<file path="config.mk">
export PLATFORM = sky130hd
export DESIGN_NAME = marquee_scroller
export DESIGN_NICKNAME = d
export VERILOG_FILES = /design/src/rtl/marquee_scroller.sv
export SDC_FILE = /design/constraint.sdc
export NUM_CORES = 1
export LEC_CHECK = 0
export CAP_MARGIN = 5
export CORE_MARGIN = 2
export CORE_UTILIZATION = 43
export DETAILED_ROUTE_END_ITERATION = 16
export GPL_ROUTABILITY_DRIVEN = 0
export HOLD_SLACK_MARGIN = 0.08
export PLACE_DENSITY_LB_ADDON = 0.1
export SLEW_MARGIN = 15
export SYNTH_ARGS = -nofsm -noshare
export SYNTH_HDL_FRONTEND = slang
export SYNTH_SLANG_ARGS = --single-unit
</file>
<file path="constraint.sdc">
create_clock -name clk -period 3.9 [get_ports clk]
set_clock_uncertainty 0.1 [all_clocks]
set_input_delay 0.975 -clock clk [delete_from_list [all_inputs] [get_ports clk]]
set_output_delay 0.975 -clock clk [all_outputs]
set_load 0.1 [all_outputs]
</file>
<file path="src/rtl/marquee_scroller.sv">
// Scrolling 7-segment marquee: prescaled scroll steps over a small writable
// symbol buffer, with wrap and bounce modes and registered segment outputs.
module marquee_scroller #(
    parameter int unsigned DIGITS   = 4,
    parameter int unsigned MSG_LEN  = 8,
    parameter int unsigned TICK_DIV = 50000000
) (
    input  logic                       clk,
    input  logic                       aclr,
    input  logic                       run,
    input  logic                       dir,
    input  logic                       mode,
    input  logic                       wr_en,
    input  logic [$clog2(MSG_LEN)-1:0] wr_addr,
    input  logic [2:0]                 wr_data,
    output logic [7*DIGITS-1:0]        hex,
    output logic [$clog2(MSG_LEN)-1:0] pos,
    output logic                       tick
);

    localparam int unsigned AW = $clog2(MSG_LEN);
    localparam int unsigned CW = (TICK_DIV > 1) ? $clog2(TICK_DIV) : 1;
    localparam logic [CW-1:0] CNT_MAX  = CW'(TICK_DIV - 1);
    localparam logic [AW-1:0] POS_MAX  = AW'(MSG_LEN - DIGITS);
    localparam logic [AW-1:0] POS_LAST = AW'(MSG_LEN - 1);

    typedef enum logic {
        ST_FWD = 1'b0,
        ST_REV = 1'b1
    } state_t;

    logic [CW-1:0]       r_cnt;
    logic [AW-1:0]       r_pos;
    logic [AW-1:0]       w_pos_nxt;
    state_t              r_state;
    state_t              w_state_nxt;
    logic [2:0]          r_msg [MSG_LEN];
    logic [7*DIGITS-1:0] r_hex;
    logic [7*DIGITS-1:0] w_hex_nxt;
    logic                w_tick;

    // Active-low segments a..g, a in the MSB.
    function automatic logic [6:0] seg_of(input logic [2:0] s);
        case (s)
            3'd0:    seg_of = 7'b1001000;
            3'd1:    seg_of = 7'b0110000;
            3'd2:    seg_of = 7'b1110001;
            3'd3:    seg_of = 7'b0000001;
            3'd4:    seg_of = 7'b0011000;
            3'd5:    seg_of = 7'b0001000;
            3'd6:    seg_of = 7'b1111110;
            default: seg_of = 7'b1111111;
        endcase
    endfunction

    assign w_tick = aclr & run & (r_cnt == CNT_MAX);

    always_ff @(posedge clk) begin
        if (!aclr) begin
            r_cnt <= '0;
        end else if (run) begin
            r_cnt <= (r_cnt == CNT_MAX) ? '0 : r_cnt + CW'(1);
        end
    end

    always_ff @(posedge clk) begin
        if (!aclr) begin
            r_state <= ST_FWD;
            r_pos   <= '0;
        end else begin
            r_state <= w_state_nxt;
            r_pos   <= w_pos_nxt;
        end
    end

    // Bounce state is only advanced in bounce mode, so wrap mode preserves it.
    always_comb begin
        w_state_nxt = r_state;
        w_pos_nxt   = r_pos;
        if (w_tick) begin
            if (!mode) begin
                if (dir) begin
                    w_pos_nxt = (r_pos == POS_LAST) ? '0 : r_pos + AW'(1);
                end else begin
                    w_pos_nxt = (r_pos == '0) ? POS_LAST : r_pos - AW'(1);
                end
            end else if (POS_MAX == '0) begin
                w_pos_nxt = '0;
            end else if (r_pos > POS_MAX) begin
                w_pos_nxt   = POS_MAX;
                w_state_nxt = ST_REV;
            end else begin
                case (r_state)
                    ST_FWD: begin
                        if (r_pos < POS_MAX) begin
                            w_pos_nxt = r_pos + AW'(1);
                        end else begin
                            w_pos_nxt   = r_pos - AW'(1);
                            w_state_nxt = ST_REV;
                        end
                    end
                    default: begin
                        if (r_pos != '0) begin
                            w_pos_nxt = r_pos - AW'(1);
                        end else begin
                            w_pos_nxt   = r_pos + AW'(1);
                            w_state_nxt = ST_FWD;
                        end
                    end
                endcase
            end
        end
    end

    always_ff @(posedge clk) begin
        if (!aclr) begin
            for (int unsigned i = 0; i < MSG_LEN; i++) begin
                r_msg[i] <= (i < 4) ? 3'(i) : 3'd7;
            end
        end else if (wr_en && ({1'b0, wr_addr} < (AW+1)'(MSG_LEN))) begin
            r_msg[wr_addr] <= wr_data;
        end
    end

    // pos+k never exceeds 2*MSG_LEN-2, so one conditional subtract is a full modulo.
    for (genvar k = 0; k < DIGITS; k++) begin : g_dig
        logic [AW:0]   w_sum;
        logic [AW-1:0] w_idx;
        assign w_sum = {1'b0, r_pos} + (AW+1)'(k);
        assign w_idx = (w_sum >= (AW+1)'(MSG_LEN)) ? AW'(w_sum - (AW+1)'(MSG_LEN))
                                                   : AW'(w_sum);
        assign w_hex_nxt[7*k +: 7] = seg_of(r_msg[w_idx]);
    end

    always_ff @(posedge clk) begin
        if (!aclr) begin
            r_hex <= '1;
        end else begin
            r_hex <= w_hex_nxt;
        end
    end

    assign hex  = r_hex;
    assign pos  = r_pos;
    assign tick = w_tick;

endmodule

</file>
# Word level (Yosys, flattened, before mapping)
# Memory sizes are Yosys's and may differ from the RTL's.
# Index checks and enable logic that the tools add are counted.
[word_totals] ram_bits=24 latchBits=0 mem_count=1 ff_bits=58 mem_bits_ro=0 input_bits=12
[mem_list] name="r_msg" words=8 word_bits=3 rd=4 rd_ports_with_merged_regs=0 write_ports=8 line="37" rtl="logic [2:0] r_msg [MSG_LEN];"
[classes] n_bitwise=2 n_eq_ne=26 addsub=10 reduce_logical=8 muxes=28 n_div=0 mul=0 order_cmp=6 shifts=0
[ops] operator="case mux 7 bit (7 select lines)" count=4
[ops] operator="two-way mux 3 bit" count=14
[ops] operator="equality test 3 bit, second input constant" count=13
[ops] operator="adder 26 x 1 -> 26 bit, second input constant" count=1
[ops] operator="equality test 26 bit, second input constant" count=1
[ops] operator="two-way mux 26 bit" count=1
[ops] operator="equality test 3 x 2 -> 1 bit, second input constant" count=8
[ops] operator="zero test 3 bit" count=5
[ops] operator="subtractor 3 x 1 -> 3 bit, second input constant" count=5
[ops] operator="equality test 3 x 1 -> 1 bit, second input constant" count=4
[ops] operator="greater-or-equal comparator 4 bit, second input constant" count=3
[ops] operator="two-way mux 1 bit" count=9
[ops] operator="adder 3 x 2 -> 4 bit, second input constant" count=2
[ops] operator="adder 3 x 1 -> 4 bit, second input constant" count=1
[ops] operator="greater-or-equal comparator 3 x 4 -> 1 bit, second input constant" count=1
[ops] operator="adder 3 x 1 -> 3 bit, second input constant" count=1
[ops] operator="> comparator 3 bit, second input constant" count=1
[ops] operator="< comparator 3 bit, second input constant" count=1
[ops] operator="nonzero test 3 bit" count=1
[ops] operator="OR reduction 3 bit" count=1
[ops] operator="AND 1 bit" count=2
[ops] operator="AND reduction 2 bit" count=1

# Depth between registers and ports, before layout
# An unclocked memory read counts as a cell.
[logic_depth] word_depth=6 ltp_mapped=11 depth_no_buf=8

# Worst setup path before layout
# OpenSTA, ideal clock, no wires.
[synth_path] kind="register -> register" startpoint="register r_pos[0] (netlist: pos[0])" endpoint="register r_hex[25] (netlist: hex[25])" path_slack_ns=0.173 path_stages_with_launch=12 t_arrival_ns=3.491 setup_time_ns=0.136 cell_sequence="dfxtp_1 buf_2 buf_2 buf_4 inv_1 ha_1 ha_1 inv_1 mux4_2 and2_1 nor4_1 a31oi_1"
[synth_via] elab_chain_cells=6
[synth_rtl] item="from (decl)" line="33" rtl="logic [AW-1:0] r_pos;"
[synth_rtl] item="from (signal assigned)" line="72" rtl="r_pos <= w_pos_nxt;"
[synth_rtl] item="adder 3 x 2 -> 4 bit (*)" line="129" rtl="assign w_sum = {1'b0, r_pos} + (AW+1)'(k);"
[synth_rtl] item="greater-or-equal comparator 4 bit / subtractor 3 x 1 -> 3 bit (equally long branches)" line="130" rtl="assign w_idx = (w_sum >= (AW+1)'(MSG_LEN)) ? AW'(w_sum - (AW+1)'(MSG_LEN))"
[synth_rtl] item="two-way mux 3 bit (*)" line="130"
[synth_rtl] item="memory read (8 x 3 bit) (*)"
[synth_rtl] item="equality test 3 bit (tied with other cells)" line="44" rtl="case (s)"
[synth_rtl] item="case mux 7 bit (7 select lines) (*)" line="44"
[synth_rtl] item="to (signal assigned)" line="139" rtl="r_hex <= w_hex_nxt;"
[synth_rtl] item="to (decl)" line="38" rtl="logic [7*DIGITS-1:0] r_hex;"
# Mark *: on every way between the ends. The rest lies on a longest branch, timed or not.
# A chain may end at the register's enable or synchronous reset.

# Worst setup path after layout
[layout_path] startpoint="input run" endpoint="output tick"
[layout_via] elab_chain_cells=2
[layout_rtl] item="from (decl)" line="10" rtl="input logic run,"
[layout_rtl] item="AND 1 bit (2 in a row)" line="56" rtl="assign w_tick = aclr & run & (r_cnt == CNT_MAX);"
[layout_rtl] item="to (decl)" line="18" rtl="output logic tick"
# No other way between the ends.

==> flow_summary.json <==
{
  "relSlewSlack_pct": 34.5,
  "insertion_delay_ns": 0.34,
  "met1_usage_pct": 24.5,
  "start_kind": "input pin",
  "postRouteAntennaNets": 0,
  "synthAdderAreaFrac_pct": 1.82,
  "grt_overflow": 0,
  "first_pass_iters": 4,
  "synth_top_cell_by_area": "dfxtp_1",
  "maxSlewViolCount": 0,
  "n_antenna_cell": 0,
  "postCtsHoldBufs": 0,
  "holdWs_ns": 0.419,
  "power_density_mw_per_mm2": 384,
  "clock_sinks": 81,
  "hp-class": "reg2reg",
  "ys_top_cells_by_area": "dfxtp_1 28%, edfxtp_1 18%, mux4_2 8.2%",
  "ios": 44,
  "dieArea_mm2": 0.0104,
  "core_mm2": 0.00928,
  "vias": 2950,
  "grt_max_degree": 37,
  "worstPathArrival_ns": 2.50,
  "muxShareOfSynthArea_pct": 15.5,
  "yosys-top-cells-count": "57 x dfxtp_1, 38 x nor2_1, 24 x edfxtp_1, 24 x nand2b_1, 21 x nand2_1",
  "die_w_um": 102,
  "postCtsSetupRepairBufs": 0,
  "rsz0062_at_grt": "false",
  "initial_utilization_pct": 44.4,
  "ys_ff_latch": 81,
  "tightest_slew_ns": 0.980,
  "netlist_area_mm2": 0.00412,
  "wl_per_cell_um": 15.0,
  "seq_area_mm2": 0.00186,
  "outcome": "finished clean",
  "synth_most_common_cell": "dfxtp_1",
  "max_freq_mhz": 280,
  "crit_required_ns": 2.82,
  "max-cap-violations": 0,
  "async_flop_share_pct": 0,
  "end_kind": "primary output",
  "post_cts_resized": 0,
  "drt_iter0_markers": 157,
  "synth_top_family_by_area": "simple AND/OR/NAND/NOR gates",
  "layout-drive-gt1-share_pct": 12.1,
  "path_clk_slew_ns": 0.09,
  "syn_avg_cell_area_um2": 10.4,
  "fin_crit_ns": 3.58,
  "die_h_um": 102,
  "synth_nets": 414,
  "ys_seq_area_share_pct": 45.2,
  "synth_xor_area_share_pct": 5.74,
  "postSynthCellCount": 396,
  "yosysUniqueCellTypes": 51,
  "hold_viol": 0,
  "drcViolationCount": 0,
  "area_growth_pct": 17.8,
  "power.leakage_nw": 1.72,
  "cts-htree-levels": 3,
  "rows": 35,
  "drt-total-wl_um": 8500,
  "dp.final_hpwl_um": 6330,
  "cts_tree": "yes",
  "finish.utilization_pct": 52.2,
  "synth_compound_area_share_pct": 6.93,
  "synth-main-ff-cell": "dfxtp_1",
  "grt_use_met3_pct": 2.67,
  "clockBufferDepth": 2,
  "gr-usage-met2_pct": 27.0,
  "io_buffers": 43,
  "grt_pass1_wl_um": 13600,
  "cts_buffers": 9,
  "path_class": "in2out",
  "finalSetupViolations": 0,
  "synth-simple-area-share_pct": 21.1,
  "multi_input_area_mm2": 0.00211,
  "layout.nets": 452,
  "synth_edf_count": 24,
  "grt_busiest_layer": "met2",
  "fillers": 879,
  "crit_fanout": 7,
  "grt_pass1_vias": 2717,
  "ir_drop_uv": 165,
  "antenna_found_initial": 0,
  "viasPerCell": 5.19,
  "synth_warnings": 0,
  "netlist.area_leader.share_pct": 27.7,
  "cts_root_buffer": "clkbuf_8",
  "fin_crit_sh_pct": 91.7,
  "tns_ns": 0,
  "grt_usage_pct": 17.1
}
[area by class of cell]
class | count | area share (%)
multi-input cells | 283 | 43.4
inverters | 12 | 0.929
clock buffers | 11 | 2.99
flip-flops and latches | 81 | 38.4
well taps | 129 | 3.33
clock inverters | 5 | 1.11
repair buffers | 47 | 9.80
[where the power goes]
group	internal [mW]	switching (mW)
clock	0.319	0.291
combinational	0.0929	0.236
sequential	0.904	0.0216
total	1.32	0.549
[per-layer routing]
metal | up-vias | part of all wire (%) | wire length [um]
li1 | 1493 | - | -
met1 | 1395 | 51 | 4350
met2 | 57 | 45 | 3850
met3 | 5 | 2.8 | 235
met4 | 0 | 0.74 | 63
met5 | - | 0 | 0
[stage by stage]
step / cell area [um2] / instances / worst slack (ns) / power (mW)
after floorplan: 4120 / 396 / 0.173 / 1.19
after global placement: 4650 / 552 / 0.400 / 1.27
after detailed placement: 4650 / 552 / 0.347 / 1.27
after CTS: 4850 / 568 / 0.343 / 1.88
after global routing: 4850 / 568 / 0.288 / 1.94
final: 4850 / 568 / 0.324 / 1.86
[logic make-up (layout without fill, tap and decap cells)]
family	Yosys count	count (layout)
AND/OR/NAND/NOR	159	159
flip-flops	81	81
AO/OA/AOI/OAI	47	47
multiplexers	44	44
buffers and inverters	32	75
XOR/XNOR	27	27
adder cells (fa/ha/maj)	6	6
[path summary, 6_finish.rpt]
check / cells after the start / slack [ns] / startpoint / endpoint
setup / recovery: 5 / 0.32 / run / tick
hold reg to reg: 2 / 0.42 / r_cnt[25] / r_cnt[25]
hold / removal: 2 / 0.42 / r_cnt[25] / r_cnt[25]
setup reg to reg: 7 / 1.24 / pos[2] / hex[25]
[critical path, cell delays in order]
cell	delay (ns)
clkdlybuf4s50_1	0.58
nand3_1	0.28
nor2_4	0.25
and3_1	0.24
buf_12	0.18
[state kept, by name (all words and copies together) (netlist names), named ones only]
register and flops:
r_state 1, pos 3, r_cnt 26, hex 24, r_msg 24
[placed cells by master (no fill, tap or decap), types with 3 or more instances in the layout]
| cell type | instances |
|---|---|
| xor2_1 | 16 |
| o21ai_1 | 11 |
| clkbuf_8 | 10 |
| and3_1 | 7 |
| nand2b_1 | 24 |
| nand4_1 | 7 |
| nand3_1 | 16 |
| nor3_1 | 9 |
| nor4_1 | 4 |
| clkdlybuf4s50_1 | 39 |
| mux2i_1 | 20 |
| mux2_2 | 4 |
| nand2_1 | 21 |
| and2_1 | 10 |
| xnor2_1 | 11 |
| ha_1 | 6 |
| inv_1 | 10 |
| dfxtp_1 | 57 |
| a21oi_1 | 11 |
| mux2_1 | 5 |
| mux4_2 | 15 |
| o21ai_0 | 7 |
| edfxtp_1 | 24 |
| o211ai_1 | 3 |
| or3_1 | 8 |
| buf_4 | 6 |
| nor2_1 | 38 |
No activity file was read; power rests on OpenSTA's default activity.
